File: src/rtl/queue_fifo_pkg.sv
// queue_fifo_pkg: shared constants and helpers for the queue_fifo block.
//   ptr_width() - pointer width for a given slot count
//   ZeroWord    - all-zero word used to gate out_data while the queue is empty
package queue_fifo_pkg;

    // Widest word the zero-gate constant covers; queue_fifo slices it to W.
    localparam int unsigned MaxWordW = 1024;
    localparam logic [MaxWordW-1:0] ZeroWord = '0;

    // Pointer width; clamped to 1 so a degenerate depth still gives a legal vector.
    function automatic int unsigned ptr_width(input int unsigned depth);
        return (depth > 1) ? $clog2(depth) : 1;
    endfunction

endpackage

File: src/rtl/queue_fifo_slot.sv
// queue_slot: one W-bit storage register with write enable. Not reset; the
// pointer/count logic in queue_fifo guarantees unwritten contents are never shown.
//   clk_i - rising-edge clock
//   we_i  - load d_i on this edge
//   d_i   - word to store
//   q_o   - stored word
module queue_slot #(
    parameter int unsigned W = 16
) (
    input  logic         clk_i,
    input  logic         we_i,
    input  logic [W-1:0] d_i,
    output logic [W-1:0] q_o
);

    logic [W-1:0] data_q;

    always_ff @(posedge clk_i) begin
        if (we_i) begin
            data_q <= d_i;
        end
    end

    assign q_o = data_q;

endmodule

File: src/rtl/queue_fifo.sv
// queue_fifo: registered first-word-fall-through queue between a valid/ready
// producer and consumer. Owns DEPTH storage slots, read/write pointers and count.
//   clk       - rising-edge clock
//   reset     - synchronous, active-high reset (pointers and count only)
//   in_valid  - producer offers in_data
//   in_data   - word to enqueue
//   in_ready  - queue accepts a word this cycle
//   out_valid - out_data holds the oldest stored word
//   out_data  - oldest word, zero when out_valid is low
//   out_ready - consumer takes out_data this cycle
//   count     - words stored, 0..DEPTH
module queue_fifo
    import queue_fifo_pkg::*;
#(
    parameter  int unsigned W     = 16,
    parameter  int unsigned DEPTH = 4,
    localparam int unsigned AW    = ptr_width(DEPTH)
) (
    input  logic          clk,
    input  logic          reset,
    input  logic          in_valid,
    input  logic [W-1:0]  in_data,
    output logic          in_ready,
    output logic          out_valid,
    output logic [W-1:0]  out_data,
    input  logic          out_ready,
    output logic [AW:0]   count
);

    localparam logic [AW:0] FullCount = (AW + 1)'(DEPTH);

    logic [AW-1:0] wr_ptr_q, wr_ptr_d;
    logic [AW-1:0] rd_ptr_q, rd_ptr_d;
    logic [AW:0]   count_q, count_d;

    logic          push, pop;
    logic [W-1:0]  slot_q [DEPTH];
    logic [W-1:0]  rd_word;

    // Handshake: both flags derive from registered count; reset masks them so
    // nothing is offered or accepted while the queue is being cleared.
    assign in_ready  = (count_q != FullCount) & ~reset;
    assign out_valid = (count_q != '0) & ~reset;

    assign push = in_valid & in_ready;
    assign pop  = out_valid & out_ready;

    for (genvar i = 0; i < DEPTH; i++) begin : g_slot
        queue_slot #(
            .W (W)
        ) u_slot (
            .clk_i (clk),
            .we_i  (push && (wr_ptr_q == AW'(i))),
            .d_i   (in_data),
            .q_o   (slot_q[i])
        );
    end

    always_comb begin
        rd_word = slot_q[rd_ptr_q];
    end

    // Zero gate keeps never-written slot contents off the downstream datapath.
    assign out_data = out_valid ? rd_word : ZeroWord[W-1:0];
    assign count    = count_q;

    // DEPTH is a power of two, so natural AW-bit overflow is the modulo wrap.
    always_comb begin
        wr_ptr_d = wr_ptr_q;
        rd_ptr_d = rd_ptr_q;
        count_d  = count_q;
        if (push) begin
            wr_ptr_d = AW'(wr_ptr_q + 1'b1);
        end
        if (pop) begin
            rd_ptr_d = AW'(rd_ptr_q + 1'b1);
        end
        unique case ({push, pop})
            2'b10:   count_d = (AW + 1)'(count_q + 1'b1);
            2'b01:   count_d = (AW + 1)'(count_q - 1'b1);
            default: count_d = count_q;
        endcase
    end

    always_ff @(posedge clk) begin
        if (reset) begin
            wr_ptr_q <= '0;
            rd_ptr_q <= '0;
            count_q  <= '0;
        end else begin
            wr_ptr_q <= wr_ptr_d;
            rd_ptr_q <= rd_ptr_d;
            count_q  <= count_d;
        end
    end

endmodule

File: config.mk
export PLATFORM = sky130hd
export DESIGN_NAME = queue_fifo
export DESIGN_NICKNAME = d
export VERILOG_FILES = /design/src/rtl/queue_fifo_pkg.sv /design/src/rtl/queue_fifo_slot.sv /design/src/rtl/queue_fifo.sv
export SDC_FILE = /design/constraint.sdc
export NUM_CORES = 1
export LEC_CHECK = 0
export BUFFER_PORTS_ARGS = -buffer_cell sky130_fd_sc_hd__buf_2
export CAP_MARGIN = 20
export CORE_MARGIN = 8
export CORE_UTILIZATION = 30
export CTS_CLUSTER_DIAMETER = 50
export CTS_CLUSTER_SIZE = 24
export DETAILED_ROUTE_END_ITERATION = 16
export GPL_TIMING_DRIVEN = 0
export SYNTH_ARGS = -nofsm -noshare
export SYNTH_HDL_FRONTEND = slang
export SYNTH_SLANG_ARGS = --single-unit
export TNS_END_PERCENT = 100
File: constraint.sdc
create_clock -name clk -period 2.49 [get_ports clk]
set_input_delay 0.3735 -clock clk [delete_from_list [all_inputs] [get_ports clk]]
set_output_delay 0.3735 -clock clk [all_outputs]
set_load 0.05 [all_outputs]
* Word-level counts from Yosys, hierarchy flattened
Cells that the tools add are included.
** Cells by class
- Add/sub/neg operators :: 4
- Magnitude comparators :: 1
- Equality and inequality tests :: 6
- Muxes and demuxes :: 5
- Bitwise gates (word level) :: 6
- Reductions and logical operators :: 7
** Operator list (number)
- $mux 16 :: 3
- $bmux 16 s2 :: 1
- $eq 2x2->1 const B :: 3
- $pmux 3 s2 :: 1
- $add 2x1->2 const B :: 2
- $and 1x1->1 :: 4
- $eq 2x1->1 const B :: 2
- $logic_and 1x1->1 :: 4
- $add 3x1->3 const B :: 1
- $ge 3x3->1 const B :: 1
- $ne 3x3->1 const B :: 1
- $not 2->3 :: 1
- $reduce_bool 3->1 :: 1
- $sub 3x1->3 const B :: 1
- $logic_not 2->1 :: 1
- $reduce_bool 2->1 :: 1
- $not 1->1 :: 1
** Word-level totals
- Register bits after elaboration :: 71
- Input port bits :: 20
- Output and inout bits :: 21
- Logic and storage cells :: 36

* Logic depth before layout (Yosys ltp)
- Word-level depth :: 5
- Gate-level depth with buffers :: 9
- Depth with buffers taken out :: 9

* Hierarchy
From an unflattened synthesis, not the netlist that was laid out.
** Unflattened totals
- Cells, all modules :: 151
- Area total of the unflattened synthesis :: 2892.8 um^2
** By module, submodules not included
- queue_slot :: instances 4, cells an instance 16, area each 480.5 um^2, sequential area each 480.5 um^2
- queue_fifo :: instances 1, cells an instance 87, area each 970.9 um^2, sequential area each 140.1 um^2

* Least setup slack after synthesis
OpenSTA, ideal clock, no wires.
- Path type :: flip-flop to output port
- Start :: register count_q[0] (netlist: count[0])
- End :: output out_data[13]
- Data arrival time :: 2.054 ns
- Setup slack :: 0.063 ns
- Stages on the path, launching flop included :: 6
- Path buffers :: 2
- Cell sequence :: dfxtp_1 nor3_1 or2_1 buf_2 buf_6 nor2b_1
** Between the ends
- Longest elaborated chain between the ends :: 3
** Ends and longest elaborated chain
- start: declaration :: RTL line queue_fifo.sv:34 : logic [AW:0] count_q, count_d;
- start signal: assignment :: RTL line queue_fifo.sv:93 : count_q <= count_d;
- $reduce_bool 3->1 :: RTL line queue_fifo.sv:43 : assign out_valid = (count_q != '0) & ~reset;
- $and 1x1->1 :: RTL line queue_fifo.sv:43
- $mux 16 :: RTL line queue_fifo.sv:64 : assign out_data = out_valid ? rd_word : ZeroWord[W-1:0];
- end: declaration :: RTL line queue_fifo.sv:25 : output logic [W-1:0] out_data,
Every way passes these cells.

* Final worst setup path
Same ends and word-level chain as after synthesis.

==> impl_metrics.tcl <==
set metrics [dict create \
    yosysSeqAreaShare_pct 69.2 \
    ctsResizeCount 0 \
    dp_cells 325 \
    die_h_um 116 \
    hold_ws_ns 0.241 \
    clock_latency_ns 0.34 \
    nNetsFinal 229 \
    routed_via_density 4.20 \
    drc 0 \
    cts_buffer_depth 2 \
    dpl.hpwl_um 3490 \
    period_share_pct 91.8 \
    maxSlewViolCount 0 \
    start_kind "register" \
    holdCritPathClass "primary input to register" \
    clockRootBuffer "clkbuf_8" \
    crit_arrival_ns 1.91 \
    path_cells "nor3_1, or2_1, buf_2, buf_6, nor2b_1, buf_2" \
    clock_sinks 71 \
    max_slew_margin_pct 39.8 \
    antenna_found_initial 1 \
    die_area_sq_mm 0.0134 \
    min-delay-start "in_data[9]" \
    crit_type "register to output port" \
    cap_violations 0 \
    p_per_area_mw_per_mm2 762 \
    grt_max_degree 17 \
    cts_hold_buf 0 \
    htree_levels 3 \
    cts.clk_slew.worst_paths_ns 0.08 \
    overflow 0 \
    end_kind "output port" \
    ir_drop_v 0.000307 \
    fmax_mhz 438 \
    cts_tree "done" \
    synth_area_sq_mm 0.00298 \
    crit_slowest_cell "dfxtp_1" \
    syn2layout_area_growth_pct 18.8 \
    rows 36 \
    setup_tns_ns 0 \
    finalPower_mw 2.70 \
    cp-startpoint "count[0]" \
    numCtsBuffers 9 \
    die_x_um 116 \
    ant_nets 0 \
    insertedDiodeCount 0 \
    ys_types 28 \
    whs_path_depth 1 \
    finalHoldViolCount 0 \
    synth_nets 178 \
    drive_gt1_share_pct 38.0 \
    power.leakage_nw 1.26 \
    dr.pass1.iters 4 \
    regToRegStartpoint "count[2]" \
    cp_common_cell "buf_2" \
    wirelength_um 5290 \
    cp_data_required_time_ns 2.12 \
    status "complete, no violations" \
    yosysWarnings 0 \
    io_buffer_count 40 \
    avgSynthCellArea_sq_um 19.6 \
    drtIter0Drc 60 \
    fin_cells 341 \
    final_util_pct 36.4 \
    start_util_pct 30.6 \
    grt_usage_pct 8.74 \
    post_drt_wl_per_cell_um 15.5 \
    cts_setup_buffers 0 \
    core_sq_mm 0.00973 \
    worst_pin_slew_ns 0.903 \
    finalSetupViolCount 0 \
    grt_pass1_wl_um 8480 \
    clock_skew_ns 0.00777 \
    critPathMaxFanout 10 \
    layout_min_cycle_time_ns 2.28 \
    reg2regPathDepth 9 \
    grt_pass1_vias 1581 \
    crit_path_max_incr_delay_ns 0.48 \
    gp_congestion 0.651 \
    rsz0062_at_grt "no" \
    num_io_pins 41 \
    num_vias 1433 \
    syn_inst 152 \
    ys_ff_latch 71 \
]
==> cells in the mapped netlist <==
cell	n	share of area (%)
a21oi_1	2	0.34
and2_1	4	0.84
buf_12	1	0.67
buf_2	3	0.50
buf_6	2	0.76
clkbuf_1	1	0.13
dfxtp_1	7	4.7
edfxtp_1	64	64
fa_1	1	0.67
ha_1	5	2.1
inv_1	7	0.88
mux2_1	1	0.38
mux2i_1	1	0.34
mux4_1	8	7.1
mux4_2	8	6.0
nand2b_1	1	0.21
nor2_1	8	1.0
nor2b_1	8	1.7
nor2b_4	8	3.7
nor3_1	1	0.17
nor3b_2	1	0.42
nor3b_4	1	0.63
o21ai_0	1	0.17
o311ai_0	1	0.29
o31ai_1	1	0.25
or2_1	1	0.21
or3_1	1	0.21
xor2_1	4	1.2
==> per-stage QoR <==
| stage | area (sq um) | setup WS, ns |
|---|---|---|
| floorplan | 2980 | 0.0627 |
| global placement | 3350 | 0.148 |
| detailed placement | 3350 | 0.103 |
| CTS | 3540 | 0.160 |
| global route | 3540 | 0.0535 |
| finish | 3540 | 0.205 |
==> placed cells by master, fill, tap and decap left out, types with 2 or more instances in the layout <==
cell / instances
inv_6: 2
nor2_1: 8
ha_1: 5
nor2b_4: 8
nor2b_1: 8
inv_1: 7
buf_6: 2
mux4_2: 8
mux4_1: 8
a21oi_1: 2
buf_2: 43
clkinvlp_4: 2
xor2_1: 4
dfxtp_1: 7
clkbuf_8: 9
edfxtp_1: 64
and2_1: 4
==> state kept, by name (all words and copies together) (netlist names) <==
signal and count:
count 3, wr_ptr_q 2, g_slot.u_slot.q_o 64, rd_ptr_q 2
==> metal layers <==
layer	up-vias	share of wire, %	GRT usage (%)	wire length [um]
met5	-	0.15	0	8
met4	2	1.4	3.11	76
met3	9	7.2	4.33	380
met2	35	51	14.1	2690
met1	698	40	9.78	2140
li1	689	-	-	-
==> power by group <==
group          total [mW]  switching [mW]  leakage, nW  internal [mW]
clock network       0.896           0.432       0.0937          0.464
logic               0.433           0.263        0.529          0.170
registers            1.37          0.0224        0.639           1.35
total                2.70           0.717         1.26           1.98
==> worst max-delay path: cells and delay by family, from the launching register on <==
family                 cells  cell delay (ns)
buffers and inverters      3             0.65
flip-flops                 1             0.48
AND/OR/NAND/NOR            3             0.42
==> cell families (layout without fill, tap and decap cells) <==
group / Yosys count / in the layout / synth area share, %
AND/OR/NAND/NOR: 34 / 34 / 9.07
adder cells (fa/ha/maj): 6 / 6 / 2.77
multiplexers: 18 / 18 / 13.8
XOR/XNOR: 4 / 4 / 1.18
flip-flops: 71 / 71 / 69.2
buffers and inverters: 14 / 70 / 2.94
AO/OA/AOI/OAI: 5 / 5 / 1.05
==> cell type report <==
class	instances	area, sq um
Buffer	7	61.3
Clock buffer	9	124
Clock inverter	7	71.3
Fill cell	937	6190
Inverter	7	26.3
Multi-Input combinational cell	67	831
Sequential cell	71	2060
Tap cell	133	166
Timing Repair Buffer	40	200
==> path summary, 6_finish.rpt <==
path | slack (ns) | end
max | 0.21 | out_data[13]
min | 0.24 | g_slot[2].u_slot.q_o[9]
max reg2reg | 0.26 | count[2]
min reg2reg | 0.53 | wr_ptr_q[0]
Note: power is estimated with default switching activity, not from simulation.
